File: src/rtl/fire_scheduler.sv
// Steps a generated circuit model one excited transition at a time; detects quiescence and enforces a firing budget.
// Round-robin selection by default; define FIRE_SCHEDULER_LFSR_EN for LFSR-randomised selection.
module fire_scheduler #(
  parameter int N = 8,
  parameter int W = 4
) (
  input  logic          clk_i,
  input  logic          reset_i,
  input  logic          start_i,
  input  logic          stop_i,
  input  logic          step_mode_i,
  input  logic          step_i,
  input  logic [N-1:0]  excited_i,
  input  logic [15:0]   max_fires_i,
  output logic [W-1:0]  fire_o,
  output logic          busy_o,
  output logic          stable_o,
  output logic          done_o,
  output logic [15:0]   fire_count_o
);

  typedef enum logic [2:0] {
    S_IDLE,
    S_SELECT,
    S_FIRE,
    S_SETTLE,
    S_WAIT_STEP
  } state_t;

  state_t       state_q, state_d;
  logic [W-1:0] fire_q, fire_d;
  logic         busy_q, busy_d;
  logic         stable_q, stable_d;
  logic         done_q, done_d;
  logic [15:0]  fire_count_q, fire_count_d;
  logic         credit_q, credit_d;

  logic [W-1:0] pick;
  logic         found;
  int           base_idx;

`ifdef FIRE_SCHEDULER_LFSR_EN
  logic [15:0] lfsr_q, lfsr_d;
  logic        lfsr_fb;

  assign lfsr_fb  = lfsr_q[15] ^ lfsr_q[13] ^ lfsr_q[12] ^ lfsr_q[10];
  assign base_idx = int'(lfsr_q) % N;

  always_comb begin
    lfsr_d = lfsr_q;
    if (state_q == S_SELECT) lfsr_d = {lfsr_q[14:0], lfsr_fb};
  end

  always_ff @(posedge clk_i or posedge reset_i) begin
    if (reset_i) lfsr_q <= 16'hACE1;
    else         lfsr_q <= lfsr_d;
  end
`else
  logic [W-1:0] ptr_q, ptr_d;

  assign base_idx = int'(ptr_q);

  always_comb begin
    ptr_d = ptr_q;
    if (state_q == S_SELECT && state_d == S_FIRE)
      ptr_d = (pick == W'(N - 1)) ? '0 : pick + 1'b1;
  end

  always_ff @(posedge clk_i or posedge reset_i) begin
    if (reset_i) ptr_q <= '0;
    else         ptr_q <= ptr_d;
  end
`endif

  // First excited index at or after base_idx, wrapping at N.
  always_comb begin : pick_search
    int          idx;
    logic [N-1:0] shifted;
    pick    = '1;
    found   = 1'b0;
    idx     = 0;
    shifted = '0;
    for (int i = 0; i < N; i++) begin
      idx = base_idx + i;
      if (idx >= N) idx = idx - N;
      shifted = excited_i >> idx;
      if (!found && shifted[0]) begin
        found = 1'b1;
        pick  = idx[W-1:0];
      end
    end
  end

  always_comb begin
    state_d      = state_q;
    stable_d     = stable_q;
    done_d       = done_q;
    fire_count_d = fire_count_q;
    credit_d     = credit_q | step_i;

    if (state_q == S_FIRE) begin
      credit_d = step_i;
      if (fire_count_q != 16'hFFFF) fire_count_d = fire_count_q + 16'd1;
    end

    if (stop_i) begin
      state_d = S_IDLE;
    end else begin
      case (state_q)
        S_IDLE: begin
          if (start_i) begin
            fire_count_d = '0;
            stable_d     = 1'b0;
            done_d       = 1'b0;
            state_d      = S_SELECT;
          end
        end
        S_SELECT: begin
          if (max_fires_i != 16'd0 && fire_count_q == max_fires_i) begin
            done_d  = 1'b1;
            state_d = S_IDLE;
          end else if (!found) begin
            stable_d = 1'b1;
            state_d  = S_IDLE;
          end else if (step_mode_i && !credit_q) begin
            state_d = S_WAIT_STEP;
          end else begin
            state_d = S_FIRE;
          end
        end
        S_FIRE:      state_d = S_SETTLE;
        S_SETTLE:    state_d = S_SELECT;
        S_WAIT_STEP: if (step_i || !step_mode_i) state_d = S_SELECT;
        default:     state_d = S_IDLE;
      endcase
    end

    fire_d = (state_d == S_FIRE) ? pick : '1;
    busy_d = (state_d != S_IDLE);
  end

  always_ff @(posedge clk_i or posedge reset_i) begin
    if (reset_i) begin
      state_q      <= S_IDLE;
      fire_q       <= '1;
      busy_q       <= 1'b0;
      stable_q     <= 1'b0;
      done_q       <= 1'b0;
      fire_count_q <= '0;
      credit_q     <= 1'b0;
    end else begin
      state_q      <= state_d;
      fire_q       <= fire_d;
      busy_q       <= busy_d;
      stable_q     <= stable_d;
      done_q       <= done_d;
      fire_count_q <= fire_count_d;
      credit_q     <= credit_d;
    end
  end

  assign fire_o       = fire_q;
  assign busy_o       = busy_q;
  assign stable_o     = stable_q;
  assign done_o       = done_q;
  assign fire_count_o = fire_count_q;

endmodule

File: config.mk
export PLATFORM = sky130hd
export DESIGN_NAME = fire_scheduler
export DESIGN_NICKNAME = d
export VERILOG_FILES = /design/src/rtl/fire_scheduler.sv
export SDC_FILE = /design/constraint.sdc
export NUM_CORES = 1
export LEC_CHECK = 0
export CORE_MARGIN = 2
export CORE_UTILIZATION = 40
export DETAILED_ROUTE_END_ITERATION = 10
export PLACE_DENSITY = 0.62
export REMOVE_ABC_BUFFERS = 1
export SETUP_SLACK_MARGIN = 0.3
export SLEW_MARGIN = 20
export SYNTH_ARGS = -nofsm -noshare
export SYNTH_HDL_FRONTEND = slang
export SYNTH_SLANG_ARGS = --single-unit
File: constraint.sdc
create_clock -name clk_i -period 6.3 [get_ports clk_i]
set_clock_uncertainty 0.15 [all_clocks]
set_input_delay 0.945 -clock clk_i [delete_from_list [all_inputs] [get_ports clk_i]]
set_output_delay 0.945 -clock clk_i [all_outputs]
set_load 0.03 [all_outputs]
-- Word-level counts from Yosys, hierarchy flattened
Cells that the tools add are included.
- bits in registers: 31
- bits in latches: 0
- RAM bits: 0
- memory bits (read-only): 0
- input port bits: 30
- output and inout port bits: 23
- word-level logic and storage cells: 126
- memories: 0
- add/subtract/negate cells: 17
- multiply operators: 0
- divide/modulo/power cells: 0
- order comparisons: 8
- eq/ne operators: 12
- shifts and indexed selects: 8
- mux-type cells: 45
- bitwise logic cells: 2
- reduce and logical (&&, ||, !) cells: 26
- operator list (kind ; number):
    $mux W32 ; 8
    $shr A8 B32 Y1 ; 8
    $mux W16 ; 5
    $sub A5 B4 Y6 const B ; 7
    $mux W4 ; 10
    $ge A5 B4 Y1 const B ; 7
    $add A4 B3 Y5 const B ; 4
    $mux W3 ; 6
    $add A16 B1 Y16 const B ; 1
    $eq A16 B16 Y1 ; 1
    $ne A16 B16 Y1 const B ; 1
    $reduce_bool A16 Y1 ; 1
    $pmux W3 S5 ; 1
    $mux W1 ; 13
    $add A4 B2 Y5 const B ; 2
    $logic_and A1 B1 Y1 ; 10
    $eq A3 B2 Y1 const B ; 3
    $logic_not A1 Y1 ; 9
    $ne A2 B2 Y1 const B ; 3
    $add A4 B1 Y5 const B ; 1
    $reduce_and A5 Y1 ; 1
    $sub A4 B4 Y5 const B ; 1
    $add A4 B1 Y4 const B ; 1
    $eq A4 B3 Y1 const B ; 1
    other kinds (12) ; 13

-- Longest topological paths before layout
Gate-level depths: netlist (run 1).
- depth after elaboration: 31
- depth in mapped cells: 18
- depth with buffers taken out: 16

-- Worst setup path after synthesis (run 1)
Ideal clock, no wire load.
- path type: register -> register
- start: reg ptr_q[1]
- end: reg ptr_q[3]
- library setup time: 0.092 ns
- arrival time: 3.732 ns
- required time: 6.058 ns
- path slack: 2.326 ns
- stages on the path, launching flop included: 16
- buffers on the path: 2
- clock period less this slack: 3.974 ns
- path through: dfrtp_1 -> buf_6 -> buf_2 -> inv_1 -> ha_1 -> mux4_2 -> nand2_1 -> a22o_1 -> o311ai_4 -> or2_2 -> a31oi_1 -> a2111o_1 -> inv_1 -> ha_1 -> or4b_1 -> o31ai_2
- cells in the longest elaborated chain, start to end: 31
- elaborated cells between the ends (all ways): 78
- those cells by class: add/sub: 16; order compare: 8; eq/ne: 2; shift: 8; mux: 29; reduce/logical: 15
- ends and longest elaborated chain (what ; line ; text):
    start: declaration ; 59 ; logic [W-1:0] ptr_q, ptr_d;
    start signal: assignment ; 71 ; else ptr_q <= ptr_d;
    parallel branches: the longest is 31 deep, another holds $sub A5 B4 Y6 ; n/a ;
Several ways; the timed one is not identified.
A chain may end at the register's enable or synchronous reset.

-- Worst setup path after layout (run 1)
Ends and elaborated chain as after synthesis.

==> run metrics, run 1 <==
WL met2=3.705 mm; Routed WL=7.898 mm; Port Buffers=52; # setup viols final=0; M1 WL=3.597 mm; Top-Level Pins=53; Core ar.=0.007607 sq mm; crit path from=ptr_q[1]; most common cell after layout, fill and taps aside=clkdlybuf4s50_1; met3 WL=437 microns; GRT overflow=0; Relative slew margins=48.88%; P_int=916.6 uW; Die X=92.08 microns; Worst EP required=6.34 ns; HP Class=flip-flop to flip-flop; Clock Sinks=31; Antenna Nets Post-Route=0; leakage=0.001544 uW; HPWL Detailed=6.022 mm; die area=0.008478 sq mm; WHS Path Cells=2; post-synth cell types=69; critical-path maximum fanout=21; Inserted Diodes=0; DR top layer=met4; clock tree from TritonCTS=built; Via Count=2793; Hold Vio Cnt, Final=0; final hold slack=0.3567 ns; CTS Buf Count=5; clk buf depth=2; clock transition at the registers of the reported paths=0.07 ns; pwr/cell area=474.2 mW/mm^2; FFs w/ async S/R, synth=100.0%; 1st-iter DRT viols=139; Peak VDD IR=0.1781 mV; unrepaired setup endpoints after global routing=false; non-filler cells, final=499; drt drc=0; status=finished, final reports clean; Psw=878.3 uW; crit path time final=4.816 ns; part of the power in the clock network=9.8%; CP Capture Type=flip-flop; H-tree depth=2; yosys warns=0; 1st-pass router iterations=5; fin nets=446; row count=32; initial core utilization=40.79%; initial antenna violation count=0; first-pass GRT wire length=12.97 mm; CP Class=flip-flop to flip-flop; Post-CTS Setup Inserts=0; Post-synth EDFFs=0; Post-CTS Resized=0; placed cell count=491; most frequent cells in the layout=52 x clkdlybuf4s50_1, 32 x nand2_1, 28 x nor2_1, 27 x dfrtp_1, 20 x ha_1; measured slew at the worst slew-check pin=0.7669 ns; period utilization=76.44%; Synth Register Bits=31; part of the power in registers=16.7%; Syn-to-layout area delta=21.98%; gr usage total=18.97%; Synth Flop Type=dfrtp_1; sum of negative setup slack=0 ns; Finished Cell Area=0.003785 sq mm; hold_sp=stable_o; clock latency on the worst-skew pair=0.28 ns; vias per cell=5.597; sw frac=48.93%; hold_buf cts=0; Register-to-Register Path Depth=13; Reg2Reg Launch Point=ptr_q[1]; synthesized area=0.003103 sq mm; vias in the first global route=2737; fraction of layout cells with a size suffix above 1=10.33%; chip height=92.08 microns; Max Slew Vio Count=0; Cell Area, Placed=0.003685 sq mm; detailed-route wire length per cell=15.83 microns; Max-Cap Viols=0; pin count of the biggest net entering global routing=32; CP startpoint kind=flip-flop; Synth Area per Inst=8.942 sq um; gpl congestion=0.9375; # fillers=749; Post-Synthesis Cells=347; register area share after synthesis=25.16%; Logic pwr share=73.5%; clk root buf=clkbuf_8; Peak Freq=207.7 MHz; Critical Path AT=4.86 ns
==> routing by layer <==
layer / up-vias / GRT usage [%]
met2: 96 / 31.43
met4: 0 / 6.343
li1: 1361 / -
met3: 14 / 2.712
met1: 1322 / 25.44
met5: - / 0
==> stage by stage <==
stage / power [uW] / setup slack (ns) / utilization, %
finish: 1795 / 1.484 / 49.75
global route: 1947 / 1.030 / 49.75
CTS: 1799 / 1.497 / 49.75
detailed placement: 1612 / 1.519 / 48.44
global placement: 1593 / 1.731 / 48.44
floorplan: 1315 / 2.124 / -
==> power groups by stage <==
stage	clock network [uW]	registers (uW)	logic [uW]
2_1_floorplan	0	335	980
3_3_place_gp	0	302	1290
3_5_place_dp	0	303	1310
4_1_cts	180	300	1320
5_1_grt	189	308	1450
6_report	176	299	1320
==> flip-flops by register name, indices dropped and copies added (netlist names) <==
name,count
ptr_q,4
done_o,1
credit_q,1
busy_o,1
fire_count_o,16
stable_o,1
fire_o,4
state_q,3
==> worst max-delay path, stage by stage (launching register included) <==
cell and delay [ns]:
dfrtp_1 0.81, inv_1 0.25, ha_1 0.69, mux2i_1 0.21, mux2i_1 0.19, nor2_1 0.10, nor3_1 0.39, o21ai_0 0.22
or2_2 0.31, o221ai_1 0.31, inv_1 0.12, ha_1 0.23, or4b_1 0.55, o31ai_2 0.19
==> area by class of cell <==
class	instances	area [sq um]	area share (%)
sequential	31	780.7	20.63
tap	102	127.6	3.372
inverter	20	76.32	2.017
clock buffer	8	100.1	2.645
timing repair buffer	54	535.5	14.15
multi-input combinational	284	2165	57.19
==> Yosys cell counts, drive strengths merged (3+ instances only) <==
cell    count  share of area, %
and3        4              0.81
inv        19               2.3
clkbuf      5              0.60
mux2i      18               5.8
nand4      10               2.0
nand3      15               2.4
nor3        8               1.7
or2         5               1.0
o32ai       3              0.85
nand2      32               3.9
xnor2      21               7.4
and2        7               1.6
dfstp       4               3.4
mux2        4               1.5
a211oi      8               2.1
nor2       29               3.6
nand2b      6               1.2
nor3b       3              0.73
dfrtp      27                22
mux4        5               3.6
buf         7               2.0
o21ai      11               1.8
ha         20               8.1
xor2       16               4.5
nor4        7               1.4
a21oi      15               2.7
or3         3              0.60
==> cells by family (layout without fill, tap and decap cells) <==
kind of cell    Yosys count  in the layout  share of synthesized area [%]
mux                      27             27                          10.89
simple gates            140            140                          24.44
xor+xnor                 37             37                          11.90
flops                    31             31                          25.16
compound gates           60             60                          14.48
buf+inv                  32             82                          5.081
fa+ha+maj                20             20                          8.065
==> final timing paths <==
path / endpoint / slack, ns
worst max-delay path: ptr_q[3] / 1.48
min in group asynchronous: fire_count_o[14] / 0.90
worst max register to register: ptr_q[3] / 1.48
max in group asynchronous: fire_o[2] / 4.77
worst min register to register: stable_o / 0.36
worst min-delay path: stable_o / 0.36
(Power assumes the default switching activity.)
==> run 2: changes to the inputs <==
==> constraint.sdc (replaced) <==
create_clock -name clk_i -period 4.5 [get_ports clk_i]
set_clock_uncertainty 0.15 [all_clocks]
set_input_delay 0.675 -clock clk_i [delete_from_list [all_inputs] [get_ports clk_i]]
set_output_delay 0.675 -clock clk_i [all_outputs]
set_load 0.03 [all_outputs]
==> run metrics, run 2 (synthesized netlist as in run 1, its figures left out) <==
unrepaired setup endpoints after global routing=false; CP Class=flip-flop to flip-flop; Register-to-Register Path Depth=13 (unchanged); row count=32 (unchanged); Worst EP required=4.55 ns (-1.79 ns); gpl congestion=0.9329 (-0.49%); FF+latch area=784.5 sq um (+0.48%); Top-Level Pins=53 (unchanged); # setup viols final=0 (unchanged); crit path time final=3.976 ns (-0.8396 ns); Top delay family on crit path=simple AND/OR/NAND/NOR gates; fraction of layout cells with a size suffix above 1=14.78% (+4.5 points); Max Slew Vio Count=0 (unchanged); Worst R2R End=ptr_q[3]; Core Util, Final=51.17% (+1.4 points); hold_buf cts=0 (unchanged); drt drc=0 (unchanged); critical-path maximum fanout=11 (-48%); logic depth of the worst path, buffers included=13 (unchanged); CP Capture Type=flip-flop; Antenna Nets Post-Route=0 (unchanged); Syn-to-layout area delta=25.44%; Reg2Reg Launch Point=ptr_q[1]; HPWL Detailed=6.290 mm (+4.4%); Peak VDD IR=0.2583 mV (+45%); Port Buffers=52 (unchanged); crit-path max cell delay=0.56 ns (-0.25 ns); max FFs per register=16 (unchanged); Inserted Diodes=0 (unchanged); clk root buf=clkbuf_8; period utilization=88.36% (+12 points); most common cell after layout, fill and taps aside=clkdlybuf4s50_1; Die X=92.08 microns (unchanged); Hold Vio Cnt, Final=0 (unchanged); CP max stage cell=ha_2; critical path, cell by cell=inv_1, ha_2, mux2i_1, mux2i_1, nor2_1, o311ai_4, or2_2, a31oi_1, a2111o_1, inv_1, ha_1, or4b_1, o31ai_2; WHS Path Cells=2 (unchanged); pwr/cell area=683.2 mW/mm^2 (+44%); leakage=0.001584 uW (+2.6%); met2 usage=32.72% (+1.3 points); clock latency on the worst-skew pair=0.28 ns (about the same); 1st-pass router iterations=4 (-1); M1 GR Usage=25.75% (+0.31 points); initial core utilization=40.79% (unchanged); Via Count=2813 (+0.72%); dpl ws=0.2341 ns (-1.285 ns); most frequent cells in the layout=52 x clkdlybuf4s50_1, 32 x nand2_1, 28 x nor2_1, 24 x dfrtp_1; worst setup margin=0.5238 ns (-0.9604 ns); fin nets=455 (+2.0%); CTS Buf Count=5 (unchanged); GR Util met3=3.451% (+0.74 points); Clock Sinks=31 (unchanged); CP bufs+invs=2 (unchanged); Core ar.=0.007607 sq mm (unchanged); gr usage total=19.59% (+0.62 points); footprint of the multi-input gates=0.002201 sq mm (+1.7%); first-pass GRT wire length=13.34 mm (+2.9%); Max-Cap Viols=0 (unchanged); HP Class=flip-flop to flip-flop; Relative slew margins=44.51% (-4.4 points); initial antenna violation count=0 (unchanged); Peak Freq=251.5 MHz (+21%); clk buf depth=2 (unchanged); CP startpoint kind=flip-flop; vias per cell=5.537 (-1.1%); 1st-iter DRT viols=132 (-5.0%); GRT overflow=0 (unchanged); detailed-route wire length per cell=16.04 microns (+1.4%); sum of negative setup slack=0 ns (unchanged); status=finished, final reports clean; die area=0.008478 sq mm (unchanged); Critical Path AT=4.02 ns (-0.84 ns); Routed WL=8.149 mm (+3.2%); total power=2660 uW (+48%); H-tree depth=2 (unchanged); # fillers=712 (-4.9%); pin count of the biggest net entering global routing=23 (-28%); clock transition at the registers of the reported paths=0.07 ns (about the same); chip height=92.08 microns (unchanged); measured slew at the worst slew-check pin=0.8315 ns (+0.06462 ns); hold_sp=stable_o; Hold EP=stable_o; reg2reg setup slack=0.52 ns (-0.96 ns); clock tree from TritonCTS=built; GRT Max-Usage Layer=met2; vias in the first global route=2770 (+1.2%)
## run 2: cell types whose count changed in the layout (fill, tap and decap cells not counted), sizes merged
cell  delta
buf      +9
## run 2: metrics by stage
step	hold WS [ns]	cells	area, sq um
floorplan	0.3726	335	3022
global placement	0.3465	497	3730
detailed placement	0.3521	497	3730
CTS	0.3648	505	3835
global route	0.4154	508	3892
finish	0.3623	508	3892
## run 2: final cells by class
class / instances / share of cell area [%]
Multi-Input combinational cell: 284 / 56.54
Sequential cell: 31 / 20.15
Timing Repair Buffer: 63 / 15.49
Tap cell: 102 / 3.279
Inverter: 20 / 1.961
Clock buffer: 8 / 2.572
## run 2: power by group
group | internal [uW] | leakage (uW) | switching [uW]
logic | 910 | 0.00113 | 1110
clock network | 140 | 0.0000515 | 106
registers | 329 | 0.000400 | 64.1
## run 2: worst max-delay path by stage
stage / startpoint / to / slack (ns)
5_1_grt: ptr_q[3] / ptr_q[3] / 0.30
2_1_floorplan: ptr_q[0] / ptr_q[3] / 0.32
6_report: ptr_q[1] / ptr_q[3] / 0.52
3_3_place_gp: ptr_q[1] / ptr_q[3] / 0.35
4_1_cts: ptr_q[3] / ptr_q[3] / 0.32
3_5_place_dp: ptr_q[1] / ptr_q[3] / 0.23
## run 2: worst reg2reg max path, cell delays in order (launching register included)
cell	delay [ns]
dfrtp_2	0.47
inv_1	0.17
ha_2	0.56
mux2i_1	0.32
mux2i_1	0.12
nor2_1	0.25
o311ai_4	0.19
or2_2	0.32
a31oi_1	0.15
a2111o_1	0.19
inv_1	0.06
ha_1	0.22
or4b_1	0.54
o31ai_2	0.18
## run 2: per-layer routing
metal | vias to the layer above | routed length, microns
li1 | 1369 | -
met1 | 1365 | 3885
met2 | 64 | 3861
met3 | 15 | 283
met4 | 0 | 119
met5 | - | 0
## run 2: repair_timing
action | CTS | global route
resized for setup | 3 | 9
setup endpoints to repair | 1 | 1
buffers inserted | 0 | 3
==> run 3: changes to the inputs <==
--- a/config.mk
+++ b/config.mk
@@ -11,6 +11,7 @@
 export PLACE_DENSITY = 0.62
 export REMOVE_ABC_BUFFERS = 1
 export SETUP_SLACK_MARGIN = 0.3
+export SKIP_CTS_REPAIR_TIMING = 1
 export SLEW_MARGIN = 20
 export SYNTH_ARGS = -nofsm -noshare
 export SYNTH_HDL_FRONTEND = slang
==> constraint.sdc (replaced) <==
create_clock -name clk_i -period 4.1 [get_ports clk_i]
set_clock_uncertainty 0.15 [all_clocks]
set_input_delay 0.615 -clock clk_i [delete_from_list [all_inputs] [get_ports clk_i]]
set_output_delay 0.615 -clock clk_i [all_outputs]
set_load 0.03 [all_outputs]
==> run metrics, run 3 (synthesized netlist as in run 1, its figures left out) <==
Port Buffers=52 (unchanged); Die X=92.08 microns (unchanged); worst setup margin=0.3776 ns (-0.1462 ns); drt drc=0 (unchanged); crit path from=ptr_q[2]; Worst R2R End=ptr_q[3]; 1st-iter DRT viols=129 (-2.3%); Relative slew margins=52.36% (+7.9 points); CP Capture Type=flip-flop; total power=3498 uW (+32%); Antenna Nets Post-Route=0 (unchanged); gr usage total=19.50% (-0.090 points); pin count of the biggest net entering global routing=32 (+39%); Top-Level Pins=53 (unchanged); fraction of layout cells with a size suffix above 1=24.00% (+9.2 points); Reg2Reg Launch Point=ptr_q[2]; Clock Sinks=31 (unchanged); Inserted Diodes=0 (unchanged); max FFs per register=16 (unchanged); Routed WL=8.470 mm (+3.9%); most frequent cells in the layout=52 x clkdlybuf4s50_1, 32 x nand2_1, 28 x nor2_1, 25 x dfrtp_1, 24 x buf_4; Peak VDD IR=0.3278 mV (+27%); initial core utilization=40.79% (unchanged); Max Slew Vio Count=0 (unchanged); gpl congestion=0.9957 (+6.7%); clock tree from TritonCTS=built; HPWL Detailed=6.246 mm (-0.70%); Critical Path AT=3.77 ns (-0.25 ns); # setup viols final=0 (unchanged); Worst EP required=4.15 ns (-0.40 ns); CP startpoint kind=flip-flop; period utilization=90.79% (+2.4 points); unrepaired setup endpoints after global routing=false; clk root buf=clkbuf_8; reg2reg setup slack=0.38 ns (-0.15 ns); leakage=0.001717 uW (+8.4%); non-filler cells, final=527 (+3.7%); Max-Cap Viols=0 (unchanged); 1st-pass router iterations=4 (unchanged); clk buf depth=2 (unchanged); initial antenna violation count=0 (unchanged); clock transition at the registers of the reported paths=0.07 ns (about the same); detailed-route wire length per cell=16.07 microns (+0.19%); vias in the first global route=2684 (-3.1%); Peak Freq=268.6 MHz (+6.8%); chip height=92.08 microns (unchanged); Hold Vio Cnt, Final=0 (unchanged); dpl ws=0.07088 ns (-0.1633 ns); measured slew at the worst slew-check pin=0.7146 ns (-0.1169 ns); CTS Buf Count=5 (unchanged); first-pass GRT wire length=13.36 mm (+0.10%); Core ar.=0.007607 sq mm (unchanged); status=finished, final reports clean; row count=32 (unchanged); critical-path maximum fanout=6 (-5); GRT overflow=0 (unchanged); crit path time final=3.722 ns (-0.2538 ns); Via Count=2867 (+1.9%); pwr/cell area=823.3 mW/mm^2 (+21%); HP Class=flip-flop to flip-flop; placed cell count=504 (+1.4%); H-tree depth=2 (unchanged); Syn-to-layout area delta=36.94%; fin nets=474 (+4.2%); Register-to-Register Path Depth=15 (+2); clock latency on the worst-skew pair=0.28 ns (about the same); CP Class=flip-flop to flip-flop; most common cell after layout, fill and taps aside=clkdlybuf4s50_1; vias per cell=5.440 (-1.8%); Setup crit end=ptr_q[3]; die area=0.008478 sq mm (unchanged)
-- run 3: cell types whose count changed in the layout (fill, tap and decap cells not counted), sizes merged --
| cell | previous run | this run |
|---|---|---|
| buf | 11 | 30 |
| clkbuf | 8 | 6 |
| bufinv | 0 | 1 |
| clkinv | 1 | 2 |
-- run 3: stage by stage --
step,utilization [%],setup TNS (ns),hold WS (ns),cell area [sq um]
5_1_grt,55.86,0,0.4173,4249
3_5_place_dp,49.72,0,0.3556,3782
6_report,55.86,0,0.3679,4249
2_1_floorplan,-,-0.07589,0.3726,3022
4_1_cts,51.27,0,0.3749,3900
3_3_place_gp,49.72,0,0.3468,3782
-- run 3: layer usage --
| layer | vias to the layer above | GRT usage, % | share of wire [%] |
|---|---|---|---|
| li1 | 1409 | - | - |
| met1 | 1381 | 27.06 | 46 |
| met2 | 66 | 32.05 | 49 |
| met3 | 11 | 2.876 | 3.7 |
| met4 | 0 | 4.726 | 1.2 |
| met5 | - | 0 | 0 |
-- run 3: where the power goes --
group	internal, uW	switching, uW
Sequential	361	51.4
Clock	196	116
Combinational	1350	1420
-- run 3: worst min-delay path by stage --
stage | startpoint | to | slack [ns] | cells past startpoint
finish | stable_o | stable_o | 0.37 | 2
CTS | stable_o | stable_o | 0.37 | 2
global route | stable_o | stable_o | 0.42 | 2
global placement | stable_o | stable_o | 0.35 | 2
floorplan | credit_q | credit_q | 0.37 | 2
detailed placement | stable_o | stable_o | 0.36 | 2
-- run 3: cell type report --
cell class / count / area, sq um
fill: 697 / 3358
tap: 102 / 127.6
sequential: 31 / 783.3
timing repair buffer: 82 / 768.2
clock buffer: 6 / 82.58
clock inverter: 2 / 35.03
inverter: 20 / 76.32
multi-input combinational: 284 / 2376
-- run 3: critical path, stage by stage (launching register included) --
cell      delay, ns
dfrtp_2        0.46
buf_6          0.14
ha_4           0.17
xnor2_2        0.17
inv_1          0.06
ha_1           0.29
or3_4          0.34
a22o_4         0.25
o311ai_4       0.12
or2_4          0.20
a21oi_2        0.04
o221ai_2       0.24
inv_2          0.09
ha_4           0.17
or4b_4         0.53
o31ai_2        0.21
